--- config.mk ---
export PLATFORM = sky130hd
export DESIGN_NAME = forest_result_selector
export DESIGN_NICKNAME = d
export VERILOG_FILES = /design/src/rtl/forest_result_selector.sv
export SDC_FILE = /design/constraint.sdc
export NUM_CORES = 1
export LEC_CHECK = 0
export ABC_AREA = 1
export CORE_UTILIZATION = 45
export DETAILED_ROUTE_END_ITERATION = 8
export MAX_ROUTING_LAYER = met4
export PLACE_DENSITY = 0.81
export RECOVER_POWER = 25
export SLEW_MARGIN = 0
export SYNTH_ARGS = -nofsm -noshare
export SYNTH_HDL_FRONTEND = slang
export SYNTH_SLANG_ARGS = --single-unit
export TNS_END_PERCENT = 100
--- constraint.sdc ---
create_clock -name clk -period 3.6 [get_ports clk]
set_clock_uncertainty 0.2 [all_clocks]
set_input_delay 0.9 -clock clk [delete_from_list [all_inputs] [get_ports clk]]
set_output_delay 0.9 -clock clk [all_outputs]
set_load 0.02 [all_outputs]
--- src/rtl/forest_result_selector.sv ---
// Picks the argmax label from a snapshot of vote counts, or forwards a regression value; one result at a time over valid/ready.
// Latency: N_LABELS cycles for classification, 1 cycle for regression. Inputs arriving while busy are dropped and flagged on o_overrun.
module forest_result_selector #(
    parameter int N_LABELS   = 4,
    parameter int FIFO_WIDTH = 16,
    parameter int LABEL_W    = (N_LABELS > 1) ? $clog2(N_LABELS) : 1
) (
    input  logic                           clk,
    input  logic                           rst_n,
    input  logic [N_LABELS*FIFO_WIDTH-1:0] i_clf_accum_reg,
    input  logic [N_LABELS-1:0]            i_clf_accum_reg_vld,
    input  logic [FIFO_WIDTH-1:0]          i_rgs_accum_reg,
    input  logic                           i_rgs_accum_reg_vld,
    output logic [FIFO_WIDTH-1:0]          o_res_data,
    output logic                           o_res_is_clf,
    output logic                           o_res_vld,
    input  logic                           i_res_rdy,
    output logic                           o_busy,
    output logic                           o_overrun
);

    typedef enum logic [1:0] {IDLE, SCAN, OUT} state_t;

    localparam logic [LABEL_W-1:0] LAST_IDX = LABEL_W'(N_LABELS - 1);

    state_t                  state_q, state_d;
    logic [FIFO_WIDTH-1:0]   snap_q [N_LABELS];
    logic [FIFO_WIDTH-1:0]   snap_d [N_LABELS];
    logic [FIFO_WIDTH-1:0]   best_val_q, best_val_d;
    logic [LABEL_W-1:0]      best_idx_q, best_idx_d;
    logic [LABEL_W-1:0]      scan_idx_q, scan_idx_d;
    logic [FIFO_WIDTH-1:0]   res_data_q, res_data_d;
    logic                    res_is_clf_q, res_is_clf_d;
    logic                    res_vld_q, res_vld_d;
    logic                    busy_q, busy_d;
    logic                    overrun_q, overrun_d;

    logic                    accept, clf_evt, rgs_evt, take;
    logic [FIFO_WIDTH-1:0]   scan_val, nb_val;
    logic [LABEL_W-1:0]      nb_idx;

    always_comb begin
        clf_evt  = |i_clf_accum_reg_vld;
        rgs_evt  = i_rgs_accum_reg_vld;
        accept   = (state_q == IDLE) || (state_q == OUT && res_vld_q && i_res_rdy);
        scan_val = snap_q[scan_idx_q];
        // Strict compare keeps the lower index on ties.
        take     = scan_val > best_val_q;
        nb_val   = take ? scan_val : best_val_q;
        nb_idx   = take ? scan_idx_q : best_idx_q;

        state_d      = state_q;
        snap_d       = snap_q;
        best_val_d   = best_val_q;
        best_idx_d   = best_idx_q;
        scan_idx_d   = scan_idx_q;
        res_data_d   = res_data_q;
        res_is_clf_d = res_is_clf_q;
        res_vld_d    = res_vld_q;
        overrun_d    = 1'b0;

        case (state_q)
            SCAN: begin
                overrun_d  = clf_evt || rgs_evt;
                best_val_d = nb_val;
                best_idx_d = nb_idx;
                scan_idx_d = scan_idx_q + LABEL_W'(1);
                if (scan_idx_q == LAST_IDX) begin
                    res_data_d   = FIFO_WIDTH'(nb_idx);
                    res_is_clf_d = 1'b1;
                    res_vld_d    = 1'b1;
                    state_d      = OUT;
                end
            end
            OUT: begin
                if (i_res_rdy) begin
                    res_vld_d = 1'b0;
                    state_d   = IDLE;
                end else begin
                    overrun_d = clf_evt || rgs_evt;
                end
            end
            default: ;
        endcase

        // A new event may be taken in the same cycle a pending result is handed off.
        if (accept) begin
            if (clf_evt) begin
                for (int i = 0; i < N_LABELS; i++)
                    snap_d[i] = i_clf_accum_reg[i*FIFO_WIDTH +: FIFO_WIDTH];
                best_val_d = i_clf_accum_reg[FIFO_WIDTH-1:0];
                best_idx_d = '0;
                scan_idx_d = LABEL_W'(1);
                overrun_d  = rgs_evt;
                if (N_LABELS == 1) begin
                    res_data_d   = '0;
                    res_is_clf_d = 1'b1;
                    res_vld_d    = 1'b1;
                    state_d      = OUT;
                end else begin
                    res_vld_d = 1'b0;
                    state_d   = SCAN;
                end
            end else if (rgs_evt) begin
                res_data_d   = i_rgs_accum_reg;
                res_is_clf_d = 1'b0;
                res_vld_d    = 1'b1;
                state_d      = OUT;
            end
        end

        busy_d = (state_d != IDLE);
    end

    always_ff @(posedge clk or negedge rst_n) begin
        if (!rst_n) begin
            state_q      <= IDLE;
            for (int i = 0; i < N_LABELS; i++) snap_q[i] <= '0;
            best_val_q   <= '0;
            best_idx_q   <= '0;
            scan_idx_q   <= '0;
            res_data_q   <= '0;
            res_is_clf_q <= 1'b0;
            res_vld_q    <= 1'b0;
            busy_q       <= 1'b0;
            overrun_q    <= 1'b0;
        end else begin
            state_q      <= state_d;
            snap_q       <= snap_d;
            best_val_q   <= best_val_d;
            best_idx_q   <= best_idx_d;
            scan_idx_q   <= scan_idx_d;
            res_data_q   <= res_data_d;
            res_is_clf_q <= res_is_clf_d;
            res_vld_q    <= res_vld_d;
            busy_q       <= busy_d;
            overrun_q    <= overrun_d;
        end
    end

    assign o_res_data   = res_data_q;
    assign o_res_is_clf = res_is_clf_q;
    assign o_res_vld    = res_vld_q;
    assign o_busy       = busy_q;
    assign o_overrun    = overrun_q;

endmodule

==> run summary, run 1 <==
The run finished, with violations left. The final reports fail on DRC, capacitance limit, slew limit. Timing would allow up to 322 MHz. For the normalized max-slew margin, the log shows -59.4%. In this run the critical register-to-register path is launched from scan_idx_q[0]$_DFF_PN0_. TritonCTS built the clock tree.

The highest net fanout along the worst path is 18, and the final cell count without fillers is 941. The number of antenna violations at the first check in global routing came out at 0. The congestion estimate from routability-driven global placement came to 0.855. The die covers 12400 sq um.

For this block, the via count after detailed routing is 4805. The global-route wire length before repair came out at 22.4 mm. The fill cell total of the finished layout is 1025, and the ratio of cells with drive above 1 in the final layout is 4.89%. The run gives 0.49 ns as the reg2reg setup slack. The most critical setup path has its endpoint at best_val_q[11]$_DFF_PN0_. The area growth from synthesis to layout is 28.2%. The via-per-instance ratio is 5.11.

The number of synthesis warnings was 0. In this run the cell area of the synthesized design comes to 5380 sq um. At the placement stage, the worst setup path has a slack of 0.573 ns. Global routing used 23.3% of the available tracks across all layers.

The tools report the endpoint type of the worst setup path as a flop. Global routing finished with a remaining overflow of 0. The path class of the tightest hold or removal check is reg -> reg. The data required time of the worst path is 3.63 ns, and the clock transition at the registers of the reported paths is 0.07 ns. Clock latency on the worst-skew pair: 0.35 ns. The setup TNS after final layout was 0 ns; the effective utilization at floorplan was 46.7%. Pin placement for this block handled 108 I/O pins.

In this run, placement finished with an instance count of 925. Row generation in the floorplan step produced 39 rows. In this run, CTS created clock tree buffers numbering 9.

The number of nets in the synthesized netlist is 808. Setup slack on the critical path of the routed design comes to 0.492 ns. The final setup violation count was 0. The via count of the first global-routing pass was 4664; the half-perimeter wire length after detailed placement was 9.46 mm. The final critical path time including I/O delays and setup is 3.11 ns.

The tools report the hold violation count in the final report as 0. Dividing total power by cell area gives a power density of 936 nW/um^2. The number of cells on the worst reg-to-reg path is 17.

After detailed routing, the number of remaining DRC violations is 4. In this run the worst setup path begins at scan_idx_q[0]$_DFF_PN0_. Averaged over all synthesized cells, the footprint is 7.69 sq um. In this run the remaining antenna-violating nets after routing total 0. The capturing point of the worst reg2reg path was best_val_q[11]$_DFF_PN0_. After technology mapping, the gate count stands at 700. The count of TritonRoute iterations in the first routing pass came out at 7. CTS built an H-tree with a depth of 3. The number of antenna repair diodes is 0, and the vertical extent of the die is 111 um. Once the clock tree was built, the resizer swapped 0 gates to a different size. Hold repair after CTS inserted 0 buffers. Number of nets in the finished design: 901. At the worst endpoint, the arrival time is 3.14 ns. Measured along the x axis, the die boundary spans 111 um. The worst setup path is of the reg -> reg kind. After detailed routing, the average wire length per cell comes to 13.9 um. The worst IR drop on VDD was 415 uV. The max-cap check violation count is 1, and the standby leakage power is 3.52 nW.

The routed design has 13.1 mm of wire. The count of buffers inserted at the top-level ports came out at 107. The final core area utilization is 59.9%. The tools report the deepest clock path buffer count as 2. Yosys mapped the design onto 22 distinct sky130hd cell types.

Entering global routing, the biggest net connects 86 pins. The buffers inserted during post-CTS setup optimization is 0, and the transition at the pin with the smallest max-transition slack is 2.39 ns. The final critical path takes up 86.3% of the cycle. The area of the placeable core was 11500 sq um. The startpoint identified for the worst hold timing path is snap_q[28]$_DFFE_PN0P_. The clock net in this run drives a total of 106 sinks. STA classifies the critical path startpoint as a flop. The tools report the first-iteration detailed-routing DRC count as 428. For this run, the register share of the synthesized area comes to 49.3%.

Synthesis inferred 106 register bits. The number of slew-limit violations in the final report is 44. Setup repair after global routing left no endpoint under its margin. Clock tree synthesis selected as its root buffer the cell sky130_fd_sc_hd__clkbuf_16.
[critical path, cell delays in order, from the launching register on]
cell                       delay (ns)
sky130_fd_sc_hd__dfrtp_1         0.37
sky130_fd_sc_hd__clkinv_1        0.46
sky130_fd_sc_hd__nand2_1         0.20
sky130_fd_sc_hd__nand3_1         0.08
sky130_fd_sc_hd__and2_1          0.22
sky130_fd_sc_hd__ha_1            0.30
sky130_fd_sc_hd__nand2_1         0.07
sky130_fd_sc_hd__nand2_1         0.06
sky130_fd_sc_hd__nand2_1         0.05
sky130_fd_sc_hd__nand2_1         0.05
sky130_fd_sc_hd__nand2_1         0.04
sky130_fd_sc_hd__nand2_1         0.06
sky130_fd_sc_hd__nand2_1         0.04
sky130_fd_sc_hd__nand2_1         0.21
sky130_fd_sc_hd__buf_4           0.25
sky130_fd_sc_hd__nand4_1         0.12
sky130_fd_sc_hd__nand3_1         0.13
sky130_fd_sc_hd__nand2_1         0.06
[cells by family (layout without fill, tap and decap cells)]
logic type,after synthesis,in the layout,synth area share (%)
AO/OA/AOI/OAI,73,73,7.09
adder cells (fa/ha/maj),20,20,4.65
buffers and inverters,114,212,8.32
flip-flops,106,106,49.3
AND/OR/NAND/NOR,387,387,30.6
[registers in the layout (all words and copies together) (netlist names)]
register,flops
snap_q,64
best_val_q,16
o_res_data,16
best_idx_q,2
scan_idx_q,2
state_q,2
o_busy,1
o_overrun,1
o_res_is_clf,1
o_res_vld,1
[cells in the mapped netlist]
cell                       instances  area [sq um]
sky130_fd_sc_hd__nand2_1         270          1010
sky130_fd_sc_hd__dfrtp_1         106          2650
sky130_fd_sc_hd__inv_1            70           263
sky130_fd_sc_hd__nand3_1          67           335
sky130_fd_sc_hd__o21ai_0          41           205
sky130_fd_sc_hd__a21oi_1          27           135
sky130_fd_sc_hd__clkbuf_1         23          86.3
sky130_fd_sc_hd__ha_1             20           250
sky130_fd_sc_hd__nand4_1          18           113
sky130_fd_sc_hd__buf_2            16          80.1
sky130_fd_sc_hd__and2_1           15          93.8
sky130_fd_sc_hd__nor2_1           13          48.8
sky130_fd_sc_hd__inv_2             4          15.0
sky130_fd_sc_hd__nand2_2           2          12.5
sky130_fd_sc_hd__a211oi_1          1          7.51
sky130_fd_sc_hd__a21o_1            1          7.51
sky130_fd_sc_hd__clkinv_1          1          3.75
sky130_fd_sc_hd__nor2_4            1          11.3
sky130_fd_sc_hd__nor4_4            1          21.3
sky130_fd_sc_hd__o21ai_1           1          5.00
sky130_fd_sc_hd__o221ai_1          1          8.76
sky130_fd_sc_hd__o31ai_2           1          12.5
[cell usage in the layout (no fill, tap or decap)]
master and instances:
sky130_fd_sc_hd__nor2_4 1, sky130_fd_sc_hd__clkbuf_8 2, sky130_fd_sc_hd__o221ai_1 1, sky130_fd_sc_hd__clkinv_1 1, sky130_fd_sc_hd__nor4_4 1, sky130_fd_sc_hd__inv_6 2, sky130_fd_sc_hd__nand3_1 67, sky130_fd_sc_hd__a211oi_1 1
sky130_fd_sc_hd__o21ai_1 1, sky130_fd_sc_hd__o21ai_0 41, sky130_fd_sc_hd__nand2_1 270, sky130_fd_sc_hd__dfrtp_1 106, sky130_fd_sc_hd__inv_2 4, sky130_fd_sc_hd__and2_1 15, sky130_fd_sc_hd__inv_1 70, sky130_fd_sc_hd__clkdlybuf4s50_1 106
sky130_fd_sc_hd__ha_1 20, sky130_fd_sc_hd__nand4_1 18, sky130_fd_sc_hd__inv_8 1, sky130_fd_sc_hd__nor2_1 13, sky130_fd_sc_hd__clkbuf_16 9, sky130_fd_sc_hd__o31ai_2 1, sky130_fd_sc_hd__clkinv_4 1, sky130_fd_sc_hd__a21o_1 1
sky130_fd_sc_hd__buf_4 11, sky130_fd_sc_hd__a21oi_1 27, sky130_fd_sc_hd__buf_12 3, sky130_fd_sc_hd__clkbuf_1 1, sky130_fd_sc_hd__clkinvlp_4 1, sky130_fd_sc_hd__nand2_2 2
[metal layers]
layer | wire length, um | global-route usage (%) | vias to the layer above
met4 | 244 | 7.21 | 0
met5 | 0 | - | -
met3 | 717 | 4.25 | 21
li1 | - | - | 2392
met1 | 6060 | 32.4 | 2246
met2 | 6070 | 34.6 | 146
[report_power, final]
| part | switching [mW] | internal, mW | leakage (nW) | total [mW] |
|---|---|---|---|---|
| Sequential | 0.279 | 1.76 | 1.31 | 2.04 |
| Clock | 0.451 | 0.518 | 0.145 | 0.969 |
| Combinational | 2.14 | 1.31 | 2.07 | 3.45 |
[per-stage QoR]
stage	total power, mW	hold slack (ns)	instance area, sq um
4_1_cts	6.47	0.286	6900
3_3_place_gp	5.39	0.263	6610
3_5_place_dp	5.47	0.266	6610
2_1_floorplan	4.45	0.244	5380
6_report	6.46	0.283	6900
5_1_grt	7.11	0.299	6900
[layout make-up]
class                   instances  area, sq um  share of cell area [%]
flip-flops and latches        106         2650                    38.4
multi-input cells             480         2280                    33.1
repair buffers                121         1210                    17.5
inverters                      75          282                    4.08
clock buffers                  11          253                    3.66
well taps                     143          179                    2.59
clock inverters                 5         45.0                   0.653
[worst min path at each step]
stage | endpoint | cells after the start
floorplan | snap_q[16]$_DFFE_PN0P_ | 2
global placement | snap_q[36]$_DFFE_PN0P_ | 2
detailed placement | snap_q[36]$_DFFE_PN0P_ | 2
CTS | snap_q[44]$_DFFE_PN0P_ | 2
global route | snap_q[44]$_DFFE_PN0P_ | 2
finish | snap_q[28]$_DFFE_PN0P_ | 2
Note: power is estimated with default switching activity, not from simulation.
==> inputs of run 2 (changes only) <==
==> constraint.sdc (replaced) <==
create_clock -name clk -period 3.7 [get_ports clk]
set_clock_uncertainty 0.2 [all_clocks]
set_input_delay 0.925 -clock clk [delete_from_list [all_inputs] [get_ports clk]]
set_output_delay 0.925 -clock clk [all_outputs]
set_load 0.02 [all_outputs]
==> run 2 against run 1 <==
Net effect:
- the run still ends with DRC, capacitance limit, slew limit left
- clock-buffer cell count down 2
- global-route usage up 0.71 points
- first-iteration DRC count down 27%
- die area unchanged
- cell count unchanged
- combinational power down 2%
- flip-flop and latch count unchanged
- critical path type unchanged
==> run summary, run 2 (synthesis gave the netlist of run 1 again) <==
After detailed placement, the total cell area comes to 6590 sq um. The number of antenna violations at the first check in global routing is 0. After detailed routing, the number of remaining DRC violations is 4. The count of clock tree sinks was 106.

The ratio of cells with drive above 1 in the final layout is 4.89%. Relative to the synthesized area, the layout overhead comes to 27.6%. The top register by number of flip-flops is snap_q. The transition at the pin with the smallest max-transition slack was 2.26 ns. The logs give 4846 for the total vias in the final route and 7 for the count of TritonRoute iterations in the first routing pass.

The clock network burns 14.3% of the power. The total area inside the core boundary comes to 11500 sq um. 0 antenna diodes ended up in the layout. The logs give 3 for the count of H-tree levels built during CTS and 0.35 ns for the clock latency on the worst-skew pair. The flip-flop count of the largest register, all copies and words added was 64; the data required time of the worst path was 3.78 ns. The tools report the cell at the root of the clock tree as sky130_fd_sc_hd__clkbuf_16. The setup TNS after final layout came out at 0 ns.

For the finished layout, the period the worst path requires is 3.29 ns. The hold violation count in the final report was 0. Power spread over the standard cell area amounts to 913 nW/um^2. The first global-routing pass estimated 23.0 mm of wire.

For this configuration, the core starts out at a cell density of 46.7%. Routability-driven placement finished with a final weighted congestion of 0.855. At the placement stage, the worst setup path has a slack of 0.511 ns. The hold buffer count at CTS came out at 0. In this run the count of I/O pins placed on the die edge is 108. STA classifies the critical path endpoint as a flop. Dividing the detail-routed wire length by the instance count gives 14.4 um. The logs give 32.0% for the sequential cell fraction of total power and 1 for the max-cap check violation count. In the layout the commonest cells are sky130_fd_sc_hd__nand2_1, sky130_fd_sc_hd__dfrtp_1, sky130_fd_sc_hd__clkdlybuf4s50_1, sky130_fd_sc_hd__inv_1, sky130_fd_sc_hd__nand3_1. The sort of element at the start of the critical path was a flop. TritonCTS built the clock tree.

Final setup violation count: 0. The number of nets in the finished design came out at 901. For the fmax, the log shows 304 MHz. Leaving out fill and tap cells, the most frequent cell in the layout is sky130_fd_sc_hd__nand2_1. The checks that failed: DRC, capacitance limit, slew limit.

The run gives 2 as the deepest clock path buffer count. The number of slew-limit violations in the final report is 42. The cell internal power dissipation came out at 3.44 mW. Destination of the critical timing path: best_idx_q[1]$_DFF_PN0_. The tools report the standby leakage power as 3.50 nW. In this run the vertical extent of the chip is 111 um. Net switching is 45.1% of the power. The launching element of the worst setup path was scan_idx_q[0]$_DFF_PN0_. The horizontal die dimension was 111 um; the net switching component of the power was 2.83 mW.

Delay of the slowest critical-path stage: 0.49 ns. After layout, the worst setup slack is 0.409 ns. The tools report the first-iteration detailed-routing DRC count as 312. The flow ran to the end, but the final reports show violations. The startpoint identified for the worst register-to-register timing path is scan_idx_q[0]$_DFF_PN0_. Total global routing overflow: 0.

The worst hold path passes through 2 cells. The worst pin sits at a relative slew slack of -50.4%. The critical path is of the reg -> reg type. After detailed routing, the number of vias per cell comes to 5.15. Traced cell by cell, the critical path runs through buf_4 > clkinv_1 > nand2_1 > nand3_1 > and2_1 > ha_1 > nand4_1 > nor2_1 > nand2_1 > nand2_1 > nand3_1 > buf_4 > nand2_1 > o21ai_0 > nor2_1.

Total track usage: 24.0%. Sum of routed wire length over all layers: 13.5 mm. The tools report the via count of the first global-routing pass as 4831. Setup repair after global routing left no endpoint under its margin.

The final core area utilization is 59.6%, and the residual antenna-violating net count after detailed routing is 0. In this run, post-CTS repair resized a total of 0 instances. Buffers added to address setup during post-CTS repair amount to 0.

Counting the buffers created by CTS gives 9. Along the worst path, the maximum fanout reaches 20. After clock tree synthesis, the clock-pin slew on the worst setup and hold paths is 0.07 ns. The die covers 12400 sq um. For this design, the slowest cell found on the critical path is sky130_fd_sc_hd__clkinv_1. The part of the power in combinational logic was 53.7%.

In this run the worst hold path is classified as reg -> reg. The run gives 68 as the maximum number of pins on one net before global-route repair. The half-perimeter wire length after detailed placement was 9.54 mm.

VDD sags by at most 406 uV. The reg2reg setup slack is 0.41 ns. Of the available clock period, the critical path in the final layout requires 89.0%.

Once layout is done, the placed cells without fillers occupy 6870 sq um. Input and output buffers added on the ports amount to 107. The row count was 39. Data arrives at the worst endpoint at 3.37 ns. Counting stages on the worst path, the most repeated cell is sky130_fd_sc_hd__nand2_1.

The capturing point of the worst reg2reg path is best_idx_q[1]$_DFF_PN0_. The depth of the worst register-to-register path came out at 15.
## run 2: changes by cell type in the layout (fill, tap and decap cells not counted)
cell	previous run	this run
sky130_fd_sc_hd__buf_12	3	2
sky130_fd_sc_hd__clkinv_2	0	2
sky130_fd_sc_hd__clkinvlp_4	1	2
sky130_fd_sc_hd__inv_8	1	0
sky130_fd_sc_hd__buf_4	11	12
sky130_fd_sc_hd__clkbuf_8	2	0
## run 2: layer usage
| metal | GRT usage (%) | vias up | wire length (um) |
|---|---|---|---|
| met2 | 36.2 | 175 | 6130 |
| li1 | - | 2392 | - |
| met4 | 9.55 | 0 | 374 |
| met5 | - | - | 0 |
| met1 | 32.3 | 2251 | 6150 |
| met3 | 4.03 | 28 | 849 |
## run 2: how the worst min path moves through the flow
stage / from / endpoint
2_1_floorplan: snap_q[16]$_DFFE_PN0P_ / snap_q[16]$_DFFE_PN0P_
3_3_place_gp: snap_q[24]$_DFFE_PN0P_ / snap_q[24]$_DFFE_PN0P_
3_5_place_dp: snap_q[37]$_DFFE_PN0P_ / snap_q[37]$_DFFE_PN0P_
4_1_cts: snap_q[12]$_DFFE_PN0P_ / snap_q[12]$_DFFE_PN0P_
5_1_grt: snap_q[36]$_DFFE_PN0P_ / snap_q[36]$_DFFE_PN0P_
6_report: snap_q[12]$_DFFE_PN0P_ / snap_q[12]$_DFFE_PN0P_
## run 2: worst max-delay path: cells and delay by family (launching register included)
kind / cells / cell delay [ns]
compound gates: 1 / 0.07
fa+ha+maj: 1 / 0.33
flops: 1 / 0.35
simple gates: 10 / 1.34
buf+inv: 3 / 0.93
## run 2: final cells by class
class	count	area [sq um]
repair buffers	121	1190
fillers	1021	4650
clock buffers	9	225
flip-flops and latches	106	2650
inverters	75	282
clock inverters	7	51.3
multi-input cells	480	2280
well taps	143	179
## run 2: per-stage QoR
stage                     hold WS [ns]  total power [mW]  instances
after floorplan                  0.244              4.33        700
after global placement           0.264              5.22        925
after detailed placement         0.266              5.33        925
after CTS                        0.285              6.27        941
after global routing             0.301              6.87        941
final                            0.284              6.27        941
## run 2: power groups by stage
stage          combinational (mW)  clock, mW  sequential, mW
4_1_cts                      3.36      0.910            2.00
3_3_place_gp                 3.22          0            2.00
3_5_place_dp                 3.32          0            2.01
5_1_grt                      3.85      0.968            2.06
2_1_floorplan                2.34          0            1.99
6_report                     3.37      0.898            2.00
